## src/rtl/prefix_add8_arbiter_pkg.sv

```systemverilog
// Shared constants and the stage-1 payload type for the shared 8-bit adder
// arbiter. The id field is sized for the largest supported requester count,
// so one payload type serves every NREQ setting.
package prefix_add_pkg;

  localparam int ADD_W    = 8;
  localparam int DEF_NREQ = 4;
  localparam int MAX_NREQ = 8;
  localparam int ID_MAX_W = $clog2(MAX_NREQ);

  // Operand register contents: both addends plus the issuing requester.
  typedef struct packed {
    logic [ADD_W-1:0]    a;
    logic [ADD_W-1:0]    b;
    logic [ID_MAX_W-1:0] id;
  } stage_t;

endpackage

```

## src/rtl/prefix_add8_arbiter_if.sv

```systemverilog
// Request/response bundle between the requesters, the response consumer and
// the shared adder arbiter.
//
// Handshake: a transfer happens on a rising clk edge where valid and ready are
// both high. A source raising valid keeps valid and its payload stable until
// that transfer; ready may depend combinationally on valid. req_ready has at
// most one bit set. rsp_valid/rsp_id/rsp_sum stay stable while rsp_ready is low.
interface prefix_add8_arbiter_if #(
  parameter int NREQ = prefix_add_pkg::DEF_NREQ
);
  import prefix_add_pkg::*;

  localparam int IDW = $clog2(NREQ);

  logic [NREQ-1:0]       req_valid;
  logic [NREQ-1:0]       req_ready;
  logic [NREQ*ADD_W-1:0] req_a;
  logic [NREQ*ADD_W-1:0] req_b;
  logic                  rsp_valid;
  logic                  rsp_ready;
  logic [IDW-1:0]        rsp_id;
  logic [ADD_W-1:0]      rsp_sum;
  logic                  busy;

  // Requester and response-consumer side.
  modport master (
    output req_valid, req_a, req_b, rsp_ready,
    input  req_ready, rsp_valid, rsp_id, rsp_sum, busy
  );

  // Arbiter side.
  modport slave (
    input  req_valid, req_a, req_b, rsp_ready,
    output req_ready, rsp_valid, rsp_id, rsp_sum, busy
  );

endinterface

```

## src/rtl/prefix_add8.sv

```systemverilog
// Combinational 8-bit Kogge-Stone adder, sum = a + b mod 256. The carry out
// of bit 7 is dropped.
module prefix_add8 (
  input  logic [7:0] a,
  input  logic [7:0] b,
  output logic [7:0] sum
);

  // g[l] / p[l]: group generate / propagate after l prefix levels.
  logic [7:0] g [0:3];
  logic [7:0] p [0:2];

  assign g[0] = a & b;
  assign p[0] = a ^ b;

  for (genvar l = 0; l < 3; l++) begin : g_lvl
    localparam int D = 1 << l;
    for (genvar i = 0; i < 8; i++) begin : g_bit
      if (i >= D) begin : g_comb
        assign g[l+1][i] = g[l][i] | (p[l][i] & g[l][i-D]);
        if (l < 2) begin : g_prop
          assign p[l+1][i] = p[l][i] & p[l][i-D];
        end
      end else begin : g_pass
        assign g[l+1][i] = g[l][i];
        if (l < 2) begin : g_prop
          assign p[l+1][i] = p[l][i];
        end
      end
    end
  end

  // Carry into bit i is the group generate of bits [i-1:0].
  assign sum = p[0] ^ {g[3][6:0], 1'b0};

  // Carry-out and the low final-level propagates have no consumer.
  logic unused_bits;
  assign unused_bits = g[3][7] ^ (^p[2][3:0]);

endmodule

```

## src/rtl/prefix_add8_arbiter_rr.sv

```systemverilog
// Round-robin request picker: first asserted request at or after ptr,
// wrapping to 0. The grant is suppressed when en is low.
module rr_arbiter #(
  parameter  int NREQ = 4,
  localparam int IDW  = $clog2(NREQ)
) (
  input  logic [NREQ-1:0] req,
  input  logic [IDW-1:0]  ptr,
  input  logic            en,
  output logic [NREQ-1:0] grant,
  output logic [IDW-1:0]  idx,
  output logic            hit
);

  logic           found;
  logic [IDW-1:0] cand;

  // Scan from ptr upward with wrap; the first asserted request wins.
  always_comb begin
    found = 1'b0;
    idx   = '0;
    cand  = '0;
    for (int k = 0; k < NREQ; k++) begin
      cand = IDW'((int'(ptr) + k) % NREQ);
      if (!found && req[cand]) begin
        found = 1'b1;
        idx   = cand;
      end
    end
    hit   = found & en;
    grant = hit ? (NREQ'(1) << idx) : '0;
  end

endmodule

```

## src/rtl/prefix_add8_arbiter.sv

```systemverilog
// Shares one prefix_add8 among NREQ requesters: round-robin grant into an
// operand register, adder between the operand and result registers, and a
// single tagged response channel.
module prefix_add8_arbiter
  import prefix_add_pkg::*;
#(
  parameter int NREQ = DEF_NREQ
) (
  input  logic                  clk,
  input  logic                  rst_n,
  prefix_add8_arbiter_if.slave  bus
);

  localparam int IDW = $clog2(NREQ);

  logic [IDW-1:0]   ptr;
  logic [IDW-1:0]   ptr_nxt;
  logic [IDW-1:0]   grant_idx;
  logic [NREQ-1:0]  grant;
  logic             accept;
  logic             adv2;
  logic             accept_en;
  stage_t           s1_q;
  stage_t           s1_d;
  logic             s1_valid;
  logic             s2_valid;
  logic [ADD_W-1:0] sum_c;
  logic [ADD_W-1:0] rsp_sum_q;
  logic [IDW-1:0]   rsp_id_q;

  // Stage 2 can take new data when empty or being drained; stage 1 when empty
  // or moving into stage 2. Grants are held off while reset is asserted.
  assign adv2      = !s2_valid | bus.rsp_ready;
  assign accept_en = (!s1_valid | adv2) & rst_n;

  rr_arbiter #(.NREQ(NREQ)) u_arb (
    .req   (bus.req_valid),
    .ptr   (ptr),
    .en    (accept_en),
    .grant (grant),
    .idx   (grant_idx),
    .hit   (accept)
  );

  assign bus.req_ready = grant;

  // Operand mux for the granted requester and the pointer that follows it.
  always_comb begin
    s1_d.a  = bus.req_a[int'(grant_idx)*ADD_W +: ADD_W];
    s1_d.b  = bus.req_b[int'(grant_idx)*ADD_W +: ADD_W];
    s1_d.id = ID_MAX_W'(grant_idx);
    ptr_nxt = (grant_idx == IDW'(NREQ-1)) ? '0 : grant_idx + 1'b1;
  end

  // Stage 1: operand register and round-robin pointer; ptr moves only on accept.
  always_ff @(posedge clk or negedge rst_n) begin
    if (!rst_n) begin
      s1_valid <= 1'b0;
      s1_q     <= '0;
      ptr      <= '0;
    end else if (accept) begin
      s1_valid <= 1'b1;
      s1_q     <= s1_d;
      ptr      <= ptr_nxt;
    end else if (adv2) begin
      s1_valid <= 1'b0;
    end
  end

  prefix_add8 u_add (
    .a   (s1_q.a),
    .b   (s1_q.b),
    .sum (sum_c)
  );

  // Stage 2: result register, holds while the consumer back-pressures.
  always_ff @(posedge clk or negedge rst_n) begin
    if (!rst_n) begin
      s2_valid  <= 1'b0;
      rsp_sum_q <= '0;
      rsp_id_q  <= '0;
    end else if (adv2) begin
      s2_valid <= s1_valid;
      if (s1_valid) begin
        rsp_sum_q <= sum_c;
        rsp_id_q  <= s1_q.id[IDW-1:0];
      end
    end
  end

  // Id bits above IDW are always zero for smaller requester counts.
  if (IDW < ID_MAX_W) begin : g_id_hi
    logic unused_id_hi;
    assign unused_id_hi = |s1_q.id[ID_MAX_W-1:IDW];
  end

  assign bus.rsp_valid = s2_valid;
  assign bus.rsp_id    = rsp_id_q;
  assign bus.rsp_sum   = rsp_sum_q;
  assign bus.busy      = s1_valid | s2_valid;

endmodule
```

## src/flat_wrapper.sv

```systemverilog
// flat-port wrapper written by rule: the top's interface ports become plain ports
module prefix_add8_arbiter_flat import prefix_add_pkg::*;
#(
  parameter int NREQ = DEF_NREQ
)
  (clk, rst_n, bus_req_valid, bus_req_a, bus_req_b, bus_rsp_ready, bus_req_ready, bus_rsp_valid, bus_rsp_id, bus_rsp_sum, bus_busy);
  prefix_add8_arbiter_if #(.NREQ(NREQ)) bus_i ();
  input  logic clk;
  input  logic rst_n;
  input wire logic [$bits(bus_i.req_valid)-1:0] bus_req_valid;
  input wire logic [$bits(bus_i.req_a)-1:0] bus_req_a;
  input wire logic [$bits(bus_i.req_b)-1:0] bus_req_b;
  input wire logic [$bits(bus_i.rsp_ready)-1:0] bus_rsp_ready;
  output wire logic [$bits(bus_i.req_ready)-1:0] bus_req_ready;
  output wire logic [$bits(bus_i.rsp_valid)-1:0] bus_rsp_valid;
  output wire logic [$bits(bus_i.rsp_id)-1:0] bus_rsp_id;
  output wire logic [$bits(bus_i.rsp_sum)-1:0] bus_rsp_sum;
  output wire logic [$bits(bus_i.busy)-1:0] bus_busy;
  assign bus_i.req_valid = bus_req_valid;
  assign bus_i.req_a = bus_req_a;
  assign bus_i.req_b = bus_req_b;
  assign bus_i.rsp_ready = bus_rsp_ready;
  assign bus_req_ready = bus_i.req_ready;
  assign bus_rsp_valid = bus_i.rsp_valid;
  assign bus_rsp_id = bus_i.rsp_id;
  assign bus_rsp_sum = bus_i.rsp_sum;
  assign bus_busy = bus_i.busy;
  prefix_add8_arbiter #(.NREQ(NREQ)) u_core (.clk(clk), .rst_n(rst_n), .bus(bus_i));
endmodule
```

## config.mk

```make
export PLATFORM = sky130hd
export DESIGN_NAME = prefix_add8_arbiter_flat
export DESIGN_NICKNAME = d
export VERILOG_FILES = /design/src/rtl/prefix_add8_arbiter_pkg.sv /design/src/rtl/prefix_add8_arbiter_if.sv /design/src/rtl/prefix_add8.sv /design/src/rtl/prefix_add8_arbiter_rr.sv /design/src/rtl/prefix_add8_arbiter.sv /design/src/flat_wrapper.sv
export SDC_FILE = /design/constraint.sdc
export NUM_CORES = 1
export LEC_CHECK = 0
export BUFFER_PORTS_ARGS = -buffer_cell sky130_fd_sc_hd__buf_4
export CORE_MARGIN = 8
export CORE_UTILIZATION = 49
export DETAILED_ROUTE_END_ITERATION = 10
export GPL_TIMING_DRIVEN = 0
export PLACE_DENSITY = 0.8
export SLEW_MARGIN = 20
export SYNTH_ARGS = -nofsm -noshare
export SYNTH_HDL_FRONTEND = slang
export SYNTH_HIERARCHICAL = 1
export SYNTH_SLANG_ARGS = --single-unit
```

## constraint.sdc

```tcl
create_clock -name clk -period 2.1 [get_ports clk]
set_input_delay 0.63 -clock clk [delete_from_list [all_inputs] [get_ports clk]]
set_output_delay 0.63 -clock clk [all_outputs]
set_load 0.01 [all_outputs]
```

==> metrics.txt <==
Setup CP Type input port to primary output; largest area contributor in the netlist dfrtp_1; total grt overflow 0; die width 84 um; Synth top area share 0.353; Final Critical Period 2.29 ns; syn nets 288; setup violators final 11; Yosys reg bits 32; fin nets 397; Final ANT Viol Nets 0; status complete, but fails checks; post-layout power 0.00462 W; layout cells sized above 1 0.553; max-slew violations 0; Final Hold Viols 0; Seq. cell area 801 sq um; first-pass GRT wire length 10,200 um; worst-case clock buffer depth 2; clk_lat worst skew 0.29 ns; ys async rst share 1.00; worst vdd ir 0.731 mV; most frequent cells in the layout 96 x buf_4, 32 x dfrtp_1, 18 x mux2_2; Critical Path Sink Type primary output; Clk pin slew, worst setup/hold paths 0.07 ns; critical path arrival 1.66 ns; Crit-path slowest cell o32a_4; detailed-route via count 2,065; area of the multi-input gates 1400 sq um; die span in y 84 um; Pwr per Cell Area 1360 nW/um^2; Slew HR 0.739; skew final 0.00463 ns; worst hold slack 0.164 ns; Ports 87; Placed Instances 346; synth unique cells 44; Clock Tree Root clkbuf_8; Iter 0 DRT Violations 60; Global Route Usage Sum 0.177; DR DRC count 0; Critical Path RT 1.47 ns; cts hold-fix bufs 0; FILL cells 295; static leakage 1.65 nW; MaxCap Viol Count 0; vias per cell 5.58; failing checks negative setup slack; initial antenna violation count 0; final worst slack -0.185 ns; die footprint 7060 sq um; iteration count of the initial detailed-routing pass 4; Post-Synthesis Cells 208; synth-to-layout area growth 50.5%; period utilisation layout 1.09; Fmax 438 MHz; final RePlAce weighted congestion 0.823; largest net degree at the start of global routing 34; ant diodes 0; Seq/Total Area, Yosys 0.353; Startpoint Class input port; # clock sinks 32; EDFF count, synth 0; CP bufs+invs 2; Initial Utilization 0.513; Cell Rows 24; delay-heaviest family, CP simple AND/OR/NAND/NOR gates; critical path peak fanout 5; crit path cell chain buf_8 > and2b_2 > o32a_4 > and3_1 > buf_6; CTS Buf Count 5; area of the core 4410 sq um; hold crit path type input port to async pin; Synth warnings 6; Least-Margin Pin Slew 0.390 ns; DP HPWL 4790 um; WL per Instance 18.7 um; commonest non-fill, non-tap cell in the layout buf_4; vias in the first global route 2,144; CTS tree built; delay of the slowest critical-path stage 0.39 ns; htree depth 2; port buffer count 86; Synth Flop Type dfrtp_1; unrepaired setup endpoints after global routing true; Synth area leaders dfrtp_1 35%, mux2_2 8.9%, mux2i_1 7.5%, mux2_4 7.3%, ha_1 4.4%; Syn Area/Cell 10.9 sq um; Finished Layout Cells 370; Mapped Area 2270 sq um; drt total wl 6930 um
Yosys cell counts (7+ instances only):
cell type / count
mux2_4: 11
ha_1: 8
nand2_1: 15
nor2_1: 7
mux2_2: 18
o221ai_1: 7
nor2b_1: 7
mux2i_1: 17
inv_1: 18
dfrtp_1: 32
a21oi_1: 9
final timing paths:
path,slack (ns),from,cells after the start,endpoint
max reg2reg,-0.02,u_core/ptr[0],9,u_core/s1_q[16]
min in group clk,0.51,u_core/s1_q[0],1,u_core/bus.rsp_id[0]
max in group asynchronous,1.76,rst_n,1,u_core/s1_q[11]
max,-0.19,bus_req_valid[2],5,bus_req_ready[3]
min,0.16,rst_n,1,u_core/bus.rsp_sum[2]
min reg2reg,0.51,u_core/s1_q[0],1,u_core/bus.rsp_id[0]
worst register-to-register path: cells and delay by family (launching register included):
kind / cells / cell delay, ns
AO/OA/AOI/OAI: 2 / 0.29
flip-flops: 1 / 0.38
buffers and inverters: 4 / 0.55
multiplexers: 1 / 0.28
AND/OR/NAND/NOR: 2 / 0.51
report_power, final:
| group | leakage, nW | total [W] | switching [W] | internal [W] |
|---|---|---|---|---|
| sequential | 0.386 | 0.00112 | 0.000200 | 0.000916 |
| combinational | 1.21 | 0.00292 | 0.00128 | 0.00164 |
| clock | 0.0552 | 0.000584 | 0.000232 | 0.000352 |
| total | 1.65 | 0.00462 | 0.00171 | 0.00291 |
sequential cells by signal, indices dropped and copies added (netlist names):
| register | count |
|---|---|
| u_core/s1_q | 18 |
| u_core/bus.rsp_sum | 8 |
| u_core/bus.rsp_id | 2 |
| u_core/ptr | 2 |
| u_core/bus.rsp_valid | 1 |
| u_core/s1_valid | 1 |
metal layers:
metal	GRT usage	up-vias	wire, um
met5	0	-	0
met4	0.0628	0	165
met3	0.0605	20	482
met2	0.302	86	3660
met1	0.198	987	2620
li1	-	972	-
cells by family (layout without fill, tap and decap cells):
group                      Yosys count  in the layout  synth area share
and+or+nand+nor                     46             46             0.112
xor gates and xnor gates             4              4            0.0155
adders and majority gates            9              9            0.0530
buffers and inverters               27            137            0.0745
DFF                                 32             32             0.353
muxes                               46             46             0.237
AOI/OAI and AO/OA                   44             44             0.155
area by class of cell:
class,count,share of cell area
flip-flops and latches,32,0.235
clock buffers,6,0.0213
plain buffers,9,0.0330
inverters,18,0.0198
well taps,52,0.0191
repair buffers,102,0.251
multi-input cells,149,0.410
clock inverters,2,0.0103
per-stage QoR:
stage                     setup slack (ns)  cell area (sq um)  utilization  setup TNS [ns]
after floorplan                     0.0161               2280            -               0
after global placement              -0.536               2990        0.677           -9.26
after detailed placement            -0.517               2990        0.677           -9.10
after CTS                           -0.180               3240        0.735          -0.578
after global routing                -0.232               3410        0.772           -1.93
final                               -0.185               3410        0.772          -0.793
repair_timing:
item | CTS | global route
setup endpoints to repair | 23 | 23
buffers inserted | 8 | 5
endpoints found under the hold margin | 0 | 0
cloned | 0 | 3
gates resized for setup | 21 | 13
pin swaps | 7 | 3
No activity file was read; power rests on OpenSTA's default activity.
